`config.mk`:
```
export PLATFORM = sky130hd
export DESIGN_NAME = cart_rom_loader
export DESIGN_NICKNAME = d
export VERILOG_FILES = /design/src/rtl/cart_rom_loader.sv
export SDC_FILE = /design/constraint.sdc
export NUM_CORES = 1
export LEC_CHECK = 0
export BUFFER_PORTS_ARGS = -buffer_cell sky130_fd_sc_hd__buf_2
export CORE_MARGIN = 2
export CORE_UTILIZATION = 40
export DETAILED_ROUTE_END_ITERATION = 16
export HOLD_SLACK_MARGIN = 0.12
export PLACE_DENSITY = 0.66
export SLEW_MARGIN = 10
export SYNTH_ARGS = -nofsm -noshare
export SYNTH_HDL_FRONTEND = slang
export SYNTH_SLANG_ARGS = --single-unit
```
`constraint.sdc`:
```
create_clock -name clk_i -period 3.9 [get_ports clk_i]
set_input_delay 0.195 -clock clk_i [delete_from_list [all_inputs] [get_ports clk_i]]
set_output_delay 0.195 -clock clk_i [all_outputs]
set_load 0.005 [all_outputs]
```
`src/rtl/cart_rom_loader.sv`:
```
// Turns the 16-bit ioctl cartridge download into the byte-wide INIT stream of the cartridge ROM.
// Optional 0xFF padding to a power-of-two image size is enabled by defining CART_ROM_PAD_EN.
module cart_rom_loader #(
    parameter int ADDR_W   = 17,
    parameter int MIN_LOG2 = 13
) (
    input  logic              clk_i,
    input  logic              reset_i,
    input  logic              dl_active_i,
    input  logic              dl_wr_i,
    input  logic [24:0]       dl_addr_i,
    input  logic [15:0]       dl_data_i,
    output logic              dl_wait_o,
    output logic              init_sel_o,
    output logic [ADDR_W-1:0] init_addr_o,
    output logic [7:0]        init_data_o,
    output logic              init_valid_o,
    output logic              busy_o,
    output logic              overflow_o
);

    typedef enum logic [2:0] {
        S_IDLE = 3'd0,
        S_ARM  = 3'd1,
        S_WORD = 3'd2,
        S_LO   = 3'd3,
        S_HI   = 3'd4,
`ifdef CART_ROM_PAD_EN
        S_PAD  = 3'd5,
`endif
        S_END  = 3'd6
    } state_t;

    state_t            state_q, state_d;
    logic              dl_wait_q, dl_wait_d;
    logic              init_sel_q, init_sel_d;
    logic [ADDR_W-1:0] init_addr_q, init_addr_d;
    logic [7:0]        init_data_q, init_data_d;
    logic              init_valid_q, init_valid_d;
    logic              busy_q, busy_d;
    logic              overflow_q, overflow_d;
    logic [ADDR_W:0]   len_q, len_d;
    logic [15:0]       word_q, word_d;
    logic [ADDR_W-2:0] waddr_q, waddr_d;
    logic              oor_q, oor_d;
    logic              in_range_s;
    logic [ADDR_W:0]   word_end_s;
    logic              unused_addr_bit_s;

    assign unused_addr_bit_s = dl_addr_i[0];
    assign in_range_s = (dl_addr_i[24:ADDR_W] == {(25-ADDR_W){1'b0}});
    // One past the odd byte of the held word; this is the candidate length.
    assign word_end_s = {1'b0, waddr_q, 1'b0} + {{(ADDR_W-1){1'b0}}, 2'd2};

`ifdef CART_ROM_PAD_EN
    localparam logic [ADDR_W-1:0] MIN_MASK = ADDR_W'((64'd1 << MIN_LOG2) - 64'd1);

    logic [ADDR_W-1:0] pad_addr_q, pad_addr_d;
    logic [ADDR_W-1:0] len_m1_s;
    logic [ADDR_W-1:0] pad_last_s;

    function automatic logic [ADDR_W-1:0] smear_right(input logic [ADDR_W-1:0] x);
        logic [ADDR_W-1:0] r;
        r = x;
        for (int i = 0; i < ADDR_W; i++) begin
            r = r | (r >> 1);
        end
        return r;
    endfunction

    // Last padded address is 2**k-1: the all-ones cover of len-1, never below the minimum size.
    assign len_m1_s   = len_q[ADDR_W-1:0] - {{(ADDR_W-1){1'b0}}, 1'b1};
    assign pad_last_s = (len_q == {(ADDR_W+1){1'b0}}) ? MIN_MASK : (smear_right(len_m1_s) | MIN_MASK);
`endif

    // Next-state and next-output logic; outputs are registered from these values.
    always_comb begin
        state_d      = state_q;
        dl_wait_d    = dl_wait_q;
        init_sel_d   = init_sel_q;
        init_addr_d  = init_addr_q;
        init_data_d  = init_data_q;
        init_valid_d = 1'b0;
        overflow_d   = overflow_q;
        len_d        = len_q;
        word_d       = word_q;
        waddr_d      = waddr_q;
        oor_d        = oor_q;
`ifdef CART_ROM_PAD_EN
        pad_addr_d   = pad_addr_q;
`endif
        case (state_q)
            S_IDLE: begin
                if (dl_active_i) begin
                    state_d    = S_ARM;
                    init_sel_d = 1'b1;
                    overflow_d = 1'b0;
                    len_d      = {(ADDR_W+1){1'b0}};
                    dl_wait_d  = 1'b1;
                end else begin
                    state_d = S_IDLE;
                end
            end
            S_ARM: begin
                state_d   = S_WORD;
                dl_wait_d = 1'b0;
                if (dl_wr_i) begin
                    overflow_d = 1'b1;
                end else begin
                    overflow_d = overflow_q;
                end
            end
            S_WORD: begin
                if (dl_wr_i) begin
                    state_d   = S_LO;
                    dl_wait_d = 1'b1;
                    word_d    = dl_data_i;
                    waddr_d   = dl_addr_i[ADDR_W-1:1];
                    oor_d     = !in_range_s;
                    if (in_range_s) begin
                        init_valid_d = 1'b1;
                        init_addr_d  = {dl_addr_i[ADDR_W-1:1], 1'b0};
                        init_data_d  = dl_data_i[7:0];
                    end else begin
                        overflow_d = 1'b1;
                    end
                end else if (!dl_active_i) begin
`ifdef CART_ROM_PAD_EN
                    if (len_q <= {1'b0, pad_last_s}) begin
                        state_d      = S_PAD;
                        pad_addr_d   = len_q[ADDR_W-1:0];
                        init_valid_d = 1'b1;
                        init_addr_d  = len_q[ADDR_W-1:0];
                        init_data_d  = 8'hFF;
                    end else begin
                        state_d    = S_END;
                        init_sel_d = 1'b0;
                    end
`else
                    state_d    = S_END;
                    init_sel_d = 1'b0;
`endif
                end else begin
                    state_d = S_WORD;
                end
            end
            S_LO: begin
                state_d = S_HI;
                if (dl_wr_i) begin
                    overflow_d = 1'b1;
                end else begin
                    overflow_d = overflow_q;
                end
                if (!oor_q) begin
                    init_valid_d = 1'b1;
                    init_addr_d  = {waddr_q, 1'b1};
                    init_data_d  = word_q[15:8];
                end else begin
                    init_valid_d = 1'b0;
                end
            end
            S_HI: begin
                state_d   = S_WORD;
                dl_wait_d = 1'b0;
                if (dl_wr_i) begin
                    overflow_d = 1'b1;
                end else begin
                    overflow_d = overflow_q;
                end
                if (!oor_q && (word_end_s > len_q)) begin
                    len_d = word_end_s;
                end else begin
                    len_d = len_q;
                end
            end
`ifdef CART_ROM_PAD_EN
            S_PAD: begin
                if (pad_addr_q == pad_last_s) begin
                    state_d    = S_END;
                    init_sel_d = 1'b0;
                end else begin
                    pad_addr_d   = pad_addr_q + {{(ADDR_W-1){1'b0}}, 1'b1};
                    init_valid_d = 1'b1;
                    init_addr_d  = pad_addr_q + {{(ADDR_W-1){1'b0}}, 1'b1};
                    init_data_d  = 8'hFF;
                end
            end
`endif
            S_END: begin
                state_d = S_IDLE;
            end
            default: begin
                state_d    = S_IDLE;
                init_sel_d = 1'b0;
                dl_wait_d  = 1'b0;
            end
        endcase
        busy_d = (state_d != S_IDLE);
    end

    // State and output registers with synchronous reset.
    always_ff @(posedge clk_i) begin
        if (reset_i) begin
            state_q      <= S_IDLE;
            dl_wait_q    <= 1'b0;
            init_sel_q   <= 1'b0;
            init_addr_q  <= {ADDR_W{1'b0}};
            init_data_q  <= 8'h00;
            init_valid_q <= 1'b0;
            busy_q       <= 1'b0;
            overflow_q   <= 1'b0;
            len_q        <= {(ADDR_W+1){1'b0}};
            word_q       <= 16'h0000;
            waddr_q      <= {(ADDR_W-1){1'b0}};
            oor_q        <= 1'b0;
`ifdef CART_ROM_PAD_EN
            pad_addr_q   <= {ADDR_W{1'b0}};
`endif
        end else begin
            state_q      <= state_d;
            dl_wait_q    <= dl_wait_d;
            init_sel_q   <= init_sel_d;
            init_addr_q  <= init_addr_d;
            init_data_q  <= init_data_d;
            init_valid_q <= init_valid_d;
            busy_q       <= busy_d;
            overflow_q   <= overflow_d;
            len_q        <= len_d;
            word_q       <= word_d;
            waddr_q      <= waddr_d;
            oor_q        <= oor_d;
`ifdef CART_ROM_PAD_EN
            pad_addr_q   <= pad_addr_d;
`endif
        end
    end

    assign dl_wait_o    = dl_wait_q;
    assign init_sel_o   = init_sel_q;
    assign init_addr_o  = init_addr_q;
    assign init_data_o  = init_data_q;
    assign init_valid_o = init_valid_q;
    assign busy_o       = busy_q;
    assign overflow_o   = overflow_q;

endmodule

```
==> summary.md <==
The post-route total power was 1.28 mW; the worst max-slew margin expressed relative to the limit was 0.420. The clock tree synthesis step divided the H-tree into 3 levels. 0 antenna diodes ended up in the layout.

The floorplan step set the die height to 82.9 um. The share of total power consumed by net switching works out to 0.243. The path class of the tightest hold or removal check is in -> reg. The tools report the filler cell count in the final layout as 583.

The leading cell type in the layout, fill and taps excluded was sky130_fd_sc_hd__buf_2. The worst slack at placement was 1.71 ns. The slowest stage cell on the critical path is sky130_fd_sc_hd__dfxtp_1. The tools report the fraction of met2 tracks used by global routing as 0.258.

The highest fanout seen on the critical path was 17. The post-cts sizing count is 0, and the post-layout utilization of the core is 0.531. Max-cap violations in this run came to 0. The area of the core is 5960 sq um, and the top-area cell type share of the netlist area is 0.466. Synthesis instantiated 34 different standard cells from the library. The tools report the startpoint of the lowest-slack register-to-register path as state_q[2]$_SDFF_PP0_.

The worst hold path passes through 3 cells. Endpoint of the most critical register-to-register path: init_addr_o[7]$_SDFFE_PP0P_. The switching power of the nets is 0.311 mW, and the number of top-level pins is 75. The number of clock buffers added by TritonCTS is 9. The root buffer cell chosen for the clock tree is sky130_fd_sc_hd__clkbuf_8.

For this block, the initial DRC count from the detailed router was 71. The number of cells on the worst reg-to-reg path is 5. Across the VDD grid, the largest voltage drop is 0.284 mV. The worst hold path startpoint was dl_addr_i[14].

The family with the most delay on the worst path is compound AO/OA/AOI/OAI gates. The overall die width is 82.9 um, and the setup violation total in the final timing report is 0. The number of synthesized flops with an enable pin works out to 0. Clock-pin slew was measured on the worst setup and hold paths at 0.06 ns. The critical path goes through and4bb_2, a31oi_4, buf_4, nor3_1, a31o_2. At the pin with the least slew margin, the transition time is 0.868 ns. The area of the die is 6870 sq um. The library cells used most frequently in the layout, excluding fill and tap cells, are sky130_fd_sc_hd__buf_2, sky130_fd_sc_hd__dfxtp_1, sky130_fd_sc_hd__nand2_1. For the total DRC errors in the routed layout, the log shows 0. Entering global routing, the biggest net connects 60 pins.

STA classifies the critical path endpoint as a flop. During synthesis, Yosys emitted a total of 0 warnings. The smallest clock period supported by the final layout is computed as 2.17 ns.

The final critical-path share of the clock period was 0.557; the largest buffer count on any clock path was 2. For the routed wire length, the log shows 5.70 mm. The total global-route track usage is 0.165, and the mean routed wirelength per cell is 13.3 um. The run gives 2490 sq um as the post-synthesis cell area. Critical path class: reg -> reg. For the setup TNS, the log shows 0 ns. The count of pins over their slew limit was 0.

After technology mapping, the gate count stands at 270. The number of antenna violations at the first check in global routing was 0; the number of global-route vias before repair was 1934. The number of buffers added for setup after CTS was 0.

For this run, the detailed router's first-pass iteration total came to 4. The total congestion overflow after global routing was 0. By area the synthesized netlist is led by sky130_fd_sc_hd__dfxtp_1, sky130_fd_sc_hd__mux2i_1, sky130_fd_sc_hd__nand2_1. At the worst endpoint, the arrival time is 2.38 ns. The setup check on the worst reg-to-reg path leaves a slack of 1.73 ns. The post-synthesis average cell area was 9.22 sq um.

The predominant post-synthesis flop cell is sky130_fd_sc_hd__dfxtp_1. The average via count per standard cell came out at 5.07. The worst clock skew was 0.00696 ns. At the end of routability-driven placement, the weighted congestion stood at 0.818.

The layout-stage area growth over the synthesis result is 26.9%. The run gives 0.32 ns as the clock latency on the worst-skew pair. The total number of clock tree sinks came out at 58. Sequential fraction of the synthesis area: 0.466. The net total in the final layout was 393. The sort of element at the start of the critical path is a flop.

Proportion of synthesized flip-flops having asynchronous set or reset: 0. The worst hold slack was 0.127 ns; the reported leakage power was 1.45 nW. Once detail routing completed, the nets flagged for antenna violations numbered 0. The met3 demand-to-capacity share in global routing is 0.0368.

Setup repair after global routing left no endpoint under its margin. Based on the critical path, the design can be clocked at up to 460 MHz. The port buffer count was 73; the wire length of the first global-routing pass was 9.30 mm. The clock share of power came out at 0.391. The path with the worst hold slack has its endpoint at waddr_q[13]$_SDFFE_PP0N_.

The routed layout has 2172 vias. The met1 demand-to-capacity share in global routing came out at 0.220. The sequential share of power is 0.495, and the total power density per cell area is 404 nW/um^2. The tools report the net count of the mapped netlist as 315. The floorplan has 28 rows.

The internal power of the cells totals 0.967 mW. The run gives 0.114 as the combinational cell fraction of total power. For the final hold violation count, the log shows 0. The worst path meets setup with 1.73 ns of slack. For the initial core utilization, the log shows 0.418. On the worst path, the slowest cell contributes a delay of 0.64 ns. The run finished with clean final reports. The total of flip-flops plus latches after synthesis is 58.

TritonCTS built the clock tree. For the worst path required time, the log shows 4.11 ns. Summed over all instances, the cell type with the most area after synthesis is sky130_fd_sc_hd__dfxtp_1.

The sum of buffers and inverters on the critical path is 1, and the half-perimeter wire length after detailed placement is 3.59 mm. Fraction of final layout cells with drive strength greater than 1: 0.300. The most congested layer reported by global routing was met2.
-- power groups by stage --
stage	Clock (mW)	Sequential [mW]	Combinational (mW)
finish	0.500	0.633	0.145
global route	0.551	0.635	0.163
CTS	0.513	0.633	0.146
detailed placement	0	0.646	0.138
global placement	0	0.646	0.136
floorplan	0	0.639	0.0931
-- sequential cells by signal (all words and copies together), names as in the netlist --
name / cells
oor_q: 1
waddr_q: 16
state_q: 3
busy_o: 1
init_valid_o: 1
word_q: 8
init_addr_o: 17
init_data_o: 8
overflow_o: 1
init_sel_o: 1
dl_wait_o: 1
-- cells in the mapped netlist, drive strengths merged, types with 2 or more instances --
cell type,instances
dfxtp,58
nand2,51
nor3,30
a21oi,25
mux2i,25
a31o,24
buf,16
clkbuf,8
nor2,8
nor4,3
a22oi,2
and4bb,2
mux2,2
nor2b,2
nor4b,2
-- cells by family (layout without fill, tap and decap cells) --
family	Yosys count	count (layout)	share of synthesized area
xor gates and xnor gates	1	1	0.00352
buffers and inverters	25	108	0.0563
AOI/OAI and AO/OA	56	56	0.161
and+or+nand+nor	103	103	0.203
DFF	58	58	0.466
muxes	27	27	0.110
-- what timing repair did --
action	CTS	global route
hold buffers	10	2
hold endpoints to repair	10	2
endpoints found under the setup margin	0	0
-- per-layer routing --
metal	up-vias	wire, um
li1	1113	-
met1	1007	2730
met2	48	2690
met3	4	225
met4	0	60
met5	-	0
-- layout make-up --
type | count | area, sq um | area share
multi-input cells | 187 | 1190 | 0.376
flip-flops and latches | 58 | 1160 | 0.367
repair buffers | 91 | 531 | 0.168
clock buffers | 14 | 173 | 0.0546
well taps | 75 | 93.8 | 0.0297
clock inverters | 2 | 10.0 | 0.00317
inverters | 1 | 3.75 | 0.00119
-- worst min-delay path, delay by kind of cell --
kind | cells | cell delay, ns
AO/OA/AOI/OAI | 1 | 0.05
buffers and inverters | 1 | 0.10
AND/OR/NAND/NOR | 1 | 0.05
-- how the worst max path moves through the flow --
stage / startpoint / endpoint / slack (ns) / depth (start not counted)
2_1_floorplan: state_q[0]$_SDFF_PP0_ / init_addr_o[4]$_SDFFE_PP0P_ / 2.45 / 7
5_1_grt: state_q[2]$_SDFF_PP0_ / init_data_o[4]$_SDFFE_PP0P_ / 1.61 / 5
3_5_place_dp: state_q[2]$_SDFF_PP0_ / init_addr_o[8]$_SDFFE_PP0P_ / 1.71 / 5
4_1_cts: state_q[2]$_SDFF_PP0_ / init_addr_o[4]$_SDFFE_PP0P_ / 1.71 / 5
3_3_place_gp: state_q[2]$_SDFF_PP0_ / init_addr_o[8]$_SDFFE_PP0P_ / 1.72 / 5
6_report: state_q[2]$_SDFF_PP0_ / init_addr_o[7]$_SDFFE_PP0P_ / 1.73 / 5
-- stage by stage --
step / cells / area (sq um)
after global routing: 428 / 3160
after CTS: 426 / 3140
after floorplan: 270 / 2490
after global placement: 400 / 2860
final: 428 / 3160
after detailed placement: 400 / 2860
(Power assumes the default switching activity.)
